==> src/rtl/softmax_norm_if.sv <==
// Stream bundle for softmax_norm: exponential words in, probabilities out.
// The slave modport is the normaliser's view; master is the surrounding fabric.
interface softmax_norm_if #(
  parameter int OUT_W = 16
);
  logic             in_valid;
  logic             in_ready;
  logic [20:0]      in_exp;
  logic             in_last;
  logic             out_valid;
  logic             out_ready;
  logic [OUT_W-1:0] out_prob;
  logic             out_last;

  modport master (
    output in_valid, in_exp, in_last, out_ready,
    input  in_ready, out_valid, out_prob, out_last
  );

  modport slave (
    input  in_valid, in_exp, in_last, out_ready,
    output in_ready, out_valid, out_prob, out_last
  );
endinterface

==> src/rtl/softmax_norm.sv <==
// Softmax normaliser: buffers one vector of exponential words, sums them, then
// divides each word by the sum with a restoring divider. Option: SOFTMAX_NORM_ROUND_EN.
module softmax_norm #(
  parameter int N_MAX = 16,
  parameter int OUT_W = 16
) (
  input  logic          clk,
  input  logic          rst_n,
  softmax_norm_if.slave bus
);
  localparam int IDX_W = $clog2(N_MAX);
  localparam int ALN_W = 47;
  localparam int SUM_W = ALN_W + IDX_W;
  localparam int REM_W = SUM_W + 1;
`ifdef SOFTMAX_NORM_ROUND_EN
  localparam int Q_W = OUT_W + 1;
`else
  localparam int Q_W = OUT_W;
`endif
  localparam int ITER_W = $clog2(Q_W + 1);

  typedef enum logic [1:0] {COLLECT, DIV, OUT} state_t;

  state_t             state;
  logic               in_ready_r;
  logic               out_valid_r;
  logic [OUT_W-1:0]   out_prob_r;
  logic               out_last_r;
  logic [SUM_W-1:0]   acc;
  logic [IDX_W-1:0]   wr_idx;
  logic [IDX_W-1:0]   rd_idx;
  logic [IDX_W-1:0]   last_idx;
  logic [ITER_W-1:0]  iter_cnt;
  logic               loading;

  logic [20:0]        mem [N_MAX];
  logic [SUM_W-1:0]   rem;
  logic [Q_W-1:0]     q;

  logic [REM_W-1:0]   r_sh;
  logic               take;
  logic [SUM_W-1:0]   rem_nxt;
  logic [Q_W-1:0]     q_nxt;
  logic               in_fire;

  function automatic logic [ALN_W-1:0] align_word(input logic [20:0] w);
    return ALN_W'(w[15:0]) << w[20:16];
  endfunction

  // Round half-up on the extra quotient bit; only an all-ones quotient can overflow.
  function automatic logic [OUT_W-1:0] round_sat(input logic [Q_W-1:0] qv);
`ifdef SOFTMAX_NORM_ROUND_EN
    logic [Q_W:0] s;
    s = ({1'b0, qv} + {{Q_W{1'b0}}, 1'b1}) >> 1;
    if (s[Q_W:OUT_W] != '0)
      return {OUT_W{1'b1}};
    else
      return s[OUT_W-1:0];
`else
    return qv;
`endif
  endfunction

  assign bus.in_ready  = in_ready_r;
  assign bus.out_valid = out_valid_r;
  assign bus.out_prob  = out_prob_r;
  assign bus.out_last  = out_last_r;

  assign in_fire = (state == COLLECT) && in_ready_r && bus.in_valid;

  // A zero sum must never set quotient bits, so every probability reads 0.
  always_comb begin
    r_sh    = {rem, 1'b0};
    take    = (acc != '0) && (r_sh >= {1'b0, acc});
    rem_nxt = take ? SUM_W'(r_sh - {1'b0, acc}) : SUM_W'(r_sh);
    q_nxt   = q | ({{(Q_W-1){1'b0}}, take} << (ITER_W'(Q_W - 1) - iter_cnt));
  end

  always_ff @(posedge clk) begin
    if (in_fire)
      mem[wr_idx] <= bus.in_exp;
  end

  always_ff @(posedge clk) begin
    if (state == DIV) begin
      if (loading) begin
        rem <= SUM_W'(align_word(mem[rd_idx]));
        q   <= '0;
      end else begin
        rem <= rem_nxt;
        q   <= q_nxt;
      end
    end
  end

  always_ff @(posedge clk or negedge rst_n) begin
    if (!rst_n) begin
      state       <= COLLECT;
      in_ready_r  <= 1'b0;
      out_valid_r <= 1'b0;
      out_prob_r  <= '0;
      out_last_r  <= 1'b0;
      acc         <= '0;
      wr_idx      <= '0;
      rd_idx      <= '0;
      last_idx    <= '0;
      iter_cnt    <= '0;
      loading     <= 1'b0;
    end else begin
      case (state)
        COLLECT: begin
          in_ready_r <= 1'b1;
          if (in_fire) begin
            acc    <= acc + SUM_W'(align_word(bus.in_exp));
            wr_idx <= wr_idx + IDX_W'(1);
            if (bus.in_last || wr_idx == IDX_W'(N_MAX - 1)) begin
              last_idx   <= wr_idx;
              rd_idx     <= '0;
              in_ready_r <= 1'b0;
              loading    <= 1'b1;
              state      <= DIV;
            end
          end
        end
        DIV: begin
          if (loading) begin
            loading  <= 1'b0;
            iter_cnt <= '0;
          end else begin
            iter_cnt <= iter_cnt + ITER_W'(1);
            if (iter_cnt == ITER_W'(Q_W - 1)) begin
              out_prob_r  <= round_sat(q_nxt);
              out_last_r  <= (rd_idx == last_idx);
              out_valid_r <= 1'b1;
              state       <= OUT;
            end
          end
        end
        OUT: begin
          if (bus.out_ready) begin
            out_valid_r <= 1'b0;
            if (rd_idx == last_idx) begin
              acc        <= '0;
              wr_idx     <= '0;
              in_ready_r <= 1'b1;
              state      <= COLLECT;
            end else begin
              rd_idx  <= rd_idx + IDX_W'(1);
              loading <= 1'b1;
              state   <= DIV;
            end
          end
        end
        default: state <= COLLECT;
      endcase
    end
  end
endmodule

==> src/flat_wrapper.sv <==
// flat-port wrapper written by rule: the top's interface ports become plain ports
module softmax_norm_flat 
#(
  parameter int N_MAX = 16,
  parameter int OUT_W = 16
)
  (clk, rst_n, bus_in_valid, bus_in_exp, bus_in_last, bus_out_ready, bus_in_ready, bus_out_valid, bus_out_prob, bus_out_last);
  softmax_norm_if #(.OUT_W(OUT_W)) bus_i ();
  input  logic clk;
  input  logic rst_n;
  input wire logic [$bits(bus_i.in_valid)-1:0] bus_in_valid;
  input wire logic [$bits(bus_i.in_exp)-1:0] bus_in_exp;
  input wire logic [$bits(bus_i.in_last)-1:0] bus_in_last;
  input wire logic [$bits(bus_i.out_ready)-1:0] bus_out_ready;
  output wire logic [$bits(bus_i.in_ready)-1:0] bus_in_ready;
  output wire logic [$bits(bus_i.out_valid)-1:0] bus_out_valid;
  output wire logic [$bits(bus_i.out_prob)-1:0] bus_out_prob;
  output wire logic [$bits(bus_i.out_last)-1:0] bus_out_last;
  assign bus_i.in_valid = bus_in_valid;
  assign bus_i.in_exp = bus_in_exp;
  assign bus_i.in_last = bus_in_last;
  assign bus_i.out_ready = bus_out_ready;
  assign bus_in_ready = bus_i.in_ready;
  assign bus_out_valid = bus_i.out_valid;
  assign bus_out_prob = bus_i.out_prob;
  assign bus_out_last = bus_i.out_last;
  softmax_norm #(.N_MAX(N_MAX), .OUT_W(OUT_W)) u_core (.clk(clk), .rst_n(rst_n), .bus(bus_i));
endmodule
==> config.mk <==
export PLATFORM = sky130hd
export DESIGN_NAME = softmax_norm_flat
export DESIGN_NICKNAME = d
export VERILOG_FILES = /design/src/rtl/softmax_norm_if.sv /design/src/rtl/softmax_norm.sv /design/src/flat_wrapper.sv
export SDC_FILE = /design/constraint.sdc
export NUM_CORES = 1
export LEC_CHECK = 0
export ABC_CLOCK_PERIOD_IN_PS = 4300
export CAP_MARGIN = 20
export CORE_MARGIN = 2
export CORE_UTILIZATION = 45
export CTS_BUF_LIST = sky130_fd_sc_hd__clkbuf_8 sky130_fd_sc_hd__clkbuf_16
export CTS_CLUSTER_SIZE = 30
export DETAILED_ROUTE_END_ITERATION = 8
export SLEW_MARGIN = 40
export SYNTH_ARGS = -nofsm -noshare
export SYNTH_HDL_FRONTEND = slang
export SYNTH_SLANG_ARGS = --single-unit
export TNS_END_PERCENT = 20
==> constraint.sdc <==
create_clock -name clk -period 4.3 [get_ports clk]
set_input_delay 0.43 -clock clk [delete_from_list [all_inputs] [get_ports clk]]
set_output_delay 0.43 -clock clk [all_outputs]
set_load 0.01 [all_outputs]
==> out/qor.yml <==
synth:
  syn_avg_cell_area_um2: 12.2
  yosys_register_bits: 493
  ys_seq_area_frac: 0.527
  synth.largest_area_cell: "edfxtp_1"
  async_flop_share: 0.183
  synth.distinct_cells: 85
  syn_inst: 2229
  syn-cell-area_mm2: 0.0272
  yosysTopAreaCellShare: 0.445
  yosysWarningCount: 0
  ys.flop_type: "edfxtp_1"
  synth_nets: 2361
  synth_edf_count: 403
  synth_area_leaders: "edfxtp_1, dfrtp_1, mux4_2, ha_1, a21oi_1"
timing:
  slew_violations: 0
  hold_violations: 0
  fin_setup_tns_ns: 0
  skew_ns: 0.0712
  post-route-min-period_ns: 4.22
  hold_slack_ns: 0.247
  setup_slack_ns: 0.0803
  rsz0062_at_grt: "false"
  slew_headroom: 0.515
  period_share: 0.981
  worst_slew_pin_slew_ns: 0.728
  fmax_mhz: 237
  setup_viol: 0
power:
  seqPwrFrac: 0.307
  power_switching_w: 0.00935
  clkPwrFrac: 0.193
  ir_worst_vdd_v: 0.000441
  intPower_w: 0.0139
  power_density_mw_per_mm2: 715
  sw_frac_of_total: 0.402
  power_leakage_nw: 12.6
  power_frac_comb: 0.500
die:
  pin_count: 45
  start_util: 0.453
  rows: 90
  die-area_mm2: 0.0625
  dieWidth_um: 250
  die_h_um: 250
  core_mm2: 0.0601
global_route:
  grt_max_degree: 59
  grt.total_usage: 0.259
  grt_antenna_before_repair: 1
  grt_pass1_wl_um: 122000
  grt_pass1_vias: 19800
  overflow: 0
setup_path:
  worstPathRequired_ns: 4.74
  endpoint_kind: "flip-flop"
  reg2reg_depth: 13
  r2r_start: "u_core.acc[2]"
  worstSetupPathType: "in2reg"
  crit_arrival_ns: 4.66
  worst-path-max-fanout: 19
  reg2reg_to: "u_core.rem[24]"
  regToRegSetupSlack_ns: 0.32
  worstSetupStartpointType: "input pin"
place:
  dp_worst_setup_slack_ns: -0.830
  dp_hpwl_um: 59800
  place_congestion: 0.938
  portBuffers: 44
final_layout:
  fill_cells: 5128
  layout-drive-gt1-share: 0.236
  layout.nets: 2645
  seqCellArea_mm2: 0.0144
  area_delta_synth_final_pct: 19.4
  n_antenna_cell: 0
  multi_input_area_mm2: 0.0121
  fin_util: 0.540
min_path:
  hold_depth: 1
  hold_path_class: "in2reg"
  min_from: "bus_in_exp[10]"
  hold_end: "u_core.mem[12][10]"
clock_tree:
  clk_latency_ns: 0.64
  cts_tree: "built"
  cts.clk_slew.worst_paths_ns: 0.06
  cts_buffers: 52
  cts_max_path_buffers: 3
  cts_root_buf: "clkbuf_16"
  htreeDepth: 2
  cts_sinks: 493
detailed_routing:
  drt-total-wl_um: 81800
  drc: 0
  dr.first_iter.drc_count: 1868
  viasPerCell: 5.97
  antenna_left: 0
  first_pass_iters: 6
  wire_per_inst_um: 24.5
  vias: 19900
job:
  maxCapViolCount: 0
outcome:
  status: "completed"
[flip-flops by register name (all words and copies together), names as in the netlist]
| register | flops |
|---|---|
| u_core.acc | 51 |
| u_core.bus.in_ready | 1 |
| u_core.bus.out_last | 1 |
| u_core.bus.out_prob | 16 |
| u_core.bus.out_valid | 1 |
| u_core.iter_cnt | 5 |
| u_core.last_idx | 4 |
| u_core.loading | 1 |
| u_core.mem | 336 |
| u_core.q | 16 |
| u_core.rd_idx | 4 |
| u_core.rem | 51 |
| u_core.state | 2 |
| u_core.wr_idx | 4 |
[synthesized netlist by cell type, drive strengths merged (11+ instances only)]
cell type and count:
mux2 48, and3 19, buf 52, ha 104, nor2b 25, mux4 100
a21o 68, o21bai 18, mux2i 66, nand3 29, o21ai 115, nor4 24
xnor2 54, o21a 12, o211ai 12, or3 11, clkbuf 79, and2 18
nor2 149, inv 90, xor2 40, nand2b 19, a21oi 171, a31oi 23
edfxtp 403, nand2 129, o221ai 14, nand4 36, dfrtp 90, o22ai 67
nor3 23
[how the worst max path moves through the flow]
stage / start / end / slack [ns] / cells after the start
3_3_place_gp: bus_in_exp[0] / u_core.acc[48] / -0.80 / 18
6_report: bus_in_exp[15] / u_core.acc[34] / 0.08 / 19
5_1_grt: bus_in_exp[1] / u_core.acc[46] / 0.007 / 20
3_5_place_dp: bus_in_exp[0] / u_core.acc[48] / -0.83 / 18
2_1_floorplan: bus_in_exp[16] / u_core.acc[48] / 0.03 / 19
4_1_cts: bus_in_exp[10] / u_core.acc[47] / 0.002 / 18
[layout by cell type (no fill, tap or decap), types with 44 or more instances in the layout]
master	count
xnor2_1	54
nand2_1	129
buf_4	305
nor2_1	141
ha_1	103
o22ai_1	67
dfrtp_1	87
edfxtp_1	403
mux2_2	44
a21oi_1	162
a21o_1	68
inv_1	102
o21ai_0	89
clkbuf_16	54
mux2i_1	64
mux4_2	98
[area by class of cell]
type	count	share of cell area
Inverter	91	0.0107
Multi-Input combinational cell	1514	0.372
Clock inverter	39	0.0110
Clock buffer	57	0.0425
Tap cell	782	0.0301
Timing Repair Buffer	361	0.0917
Sequential cell	493	0.442
[worst max-delay path, cell delays in order]
cell and delay [ns]:
clkdlybuf4s50_1 0.60, buf_4 0.28, mux2_2 0.21, nand3_1 0.13, o21ai_0 0.47, o2bb2ai_2 0.20
ha_1 0.28, a21o_1 0.20, a31oi_1 0.25, a21oi_1 0.13, nor3_1 0.23, a21oi_1 0.10
a22oi_2 0.25, buf_4 0.17, nand2b_1 0.05, a21o_1 0.20, buf_4 0.13, xnor2_1 0.23
o22ai_1 0.12
[per-layer routing]
metal,global-route usage,routed length [um],up-vias
li1,-,-,9178
met5,0,0,-
met4,0.0700,2030,0
met3,0.0267,4050,119
met1,0.363,36500,10000
met2,0.431,39200,590
[power by group through the flow]
| stage | clock network, W | logic (W) | registers [W] |
|---|---|---|---|
| CTS | 0.00456 | 0.0115 | 0.00711 |
| detailed placement | 0 | 0.0114 | 0.00720 |
| global route | 0.00474 | 0.0127 | 0.00721 |
| finish | 0.00448 | 0.0116 | 0.00712 |
| global placement | 0 | 0.0113 | 0.00718 |
| floorplan | 0 | 0.00780 | 0.00687 |
[metrics by stage]
| step | cell area, um^2 | total power (W) | cells |
|---|---|---|---|
| finish | 32500 | 0.0232 | 3337 |
| global placement | 30500 | 0.0185 | 3234 |
| global route | 32500 | 0.0246 | 3337 |
| CTS | 32300 | 0.0231 | 3331 |
| floorplan | 27200 | 0.0147 | 2229 |
| detailed placement | 30500 | 0.0186 | 3234 |
[cells by family (layout without fill, tap and decap cells)]
| group | count (synthesis) | count (layout) | share of synthesized area |
|---|---|---|---|
| fa+ha+maj | 106 | 106 | 0.0493 |
| flops | 493 | 493 | 0.527 |
| xor+xnor | 94 | 94 | 0.0302 |
| simple gates | 508 | 508 | 0.0910 |
| mux | 214 | 214 | 0.128 |
| compound gates | 592 | 592 | 0.139 |
| buf+inv | 222 | 548 | 0.0357 |
[repair_timing]
| item | in CTS | in global routing |
|---|---|---|
| pin swaps | 0 | 8 |
| gates cloned | 0 | 1 |
| setup buffers | 0 | 5 |
| endpoints found under the setup margin | 10 | 23 |
| hold buffers | 1 | 0 |
| resized for setup | 4 | 43 |
| endpoints found under the hold margin | 57 | 0 |
No activity file was read; power rests on OpenSTA's default activity.
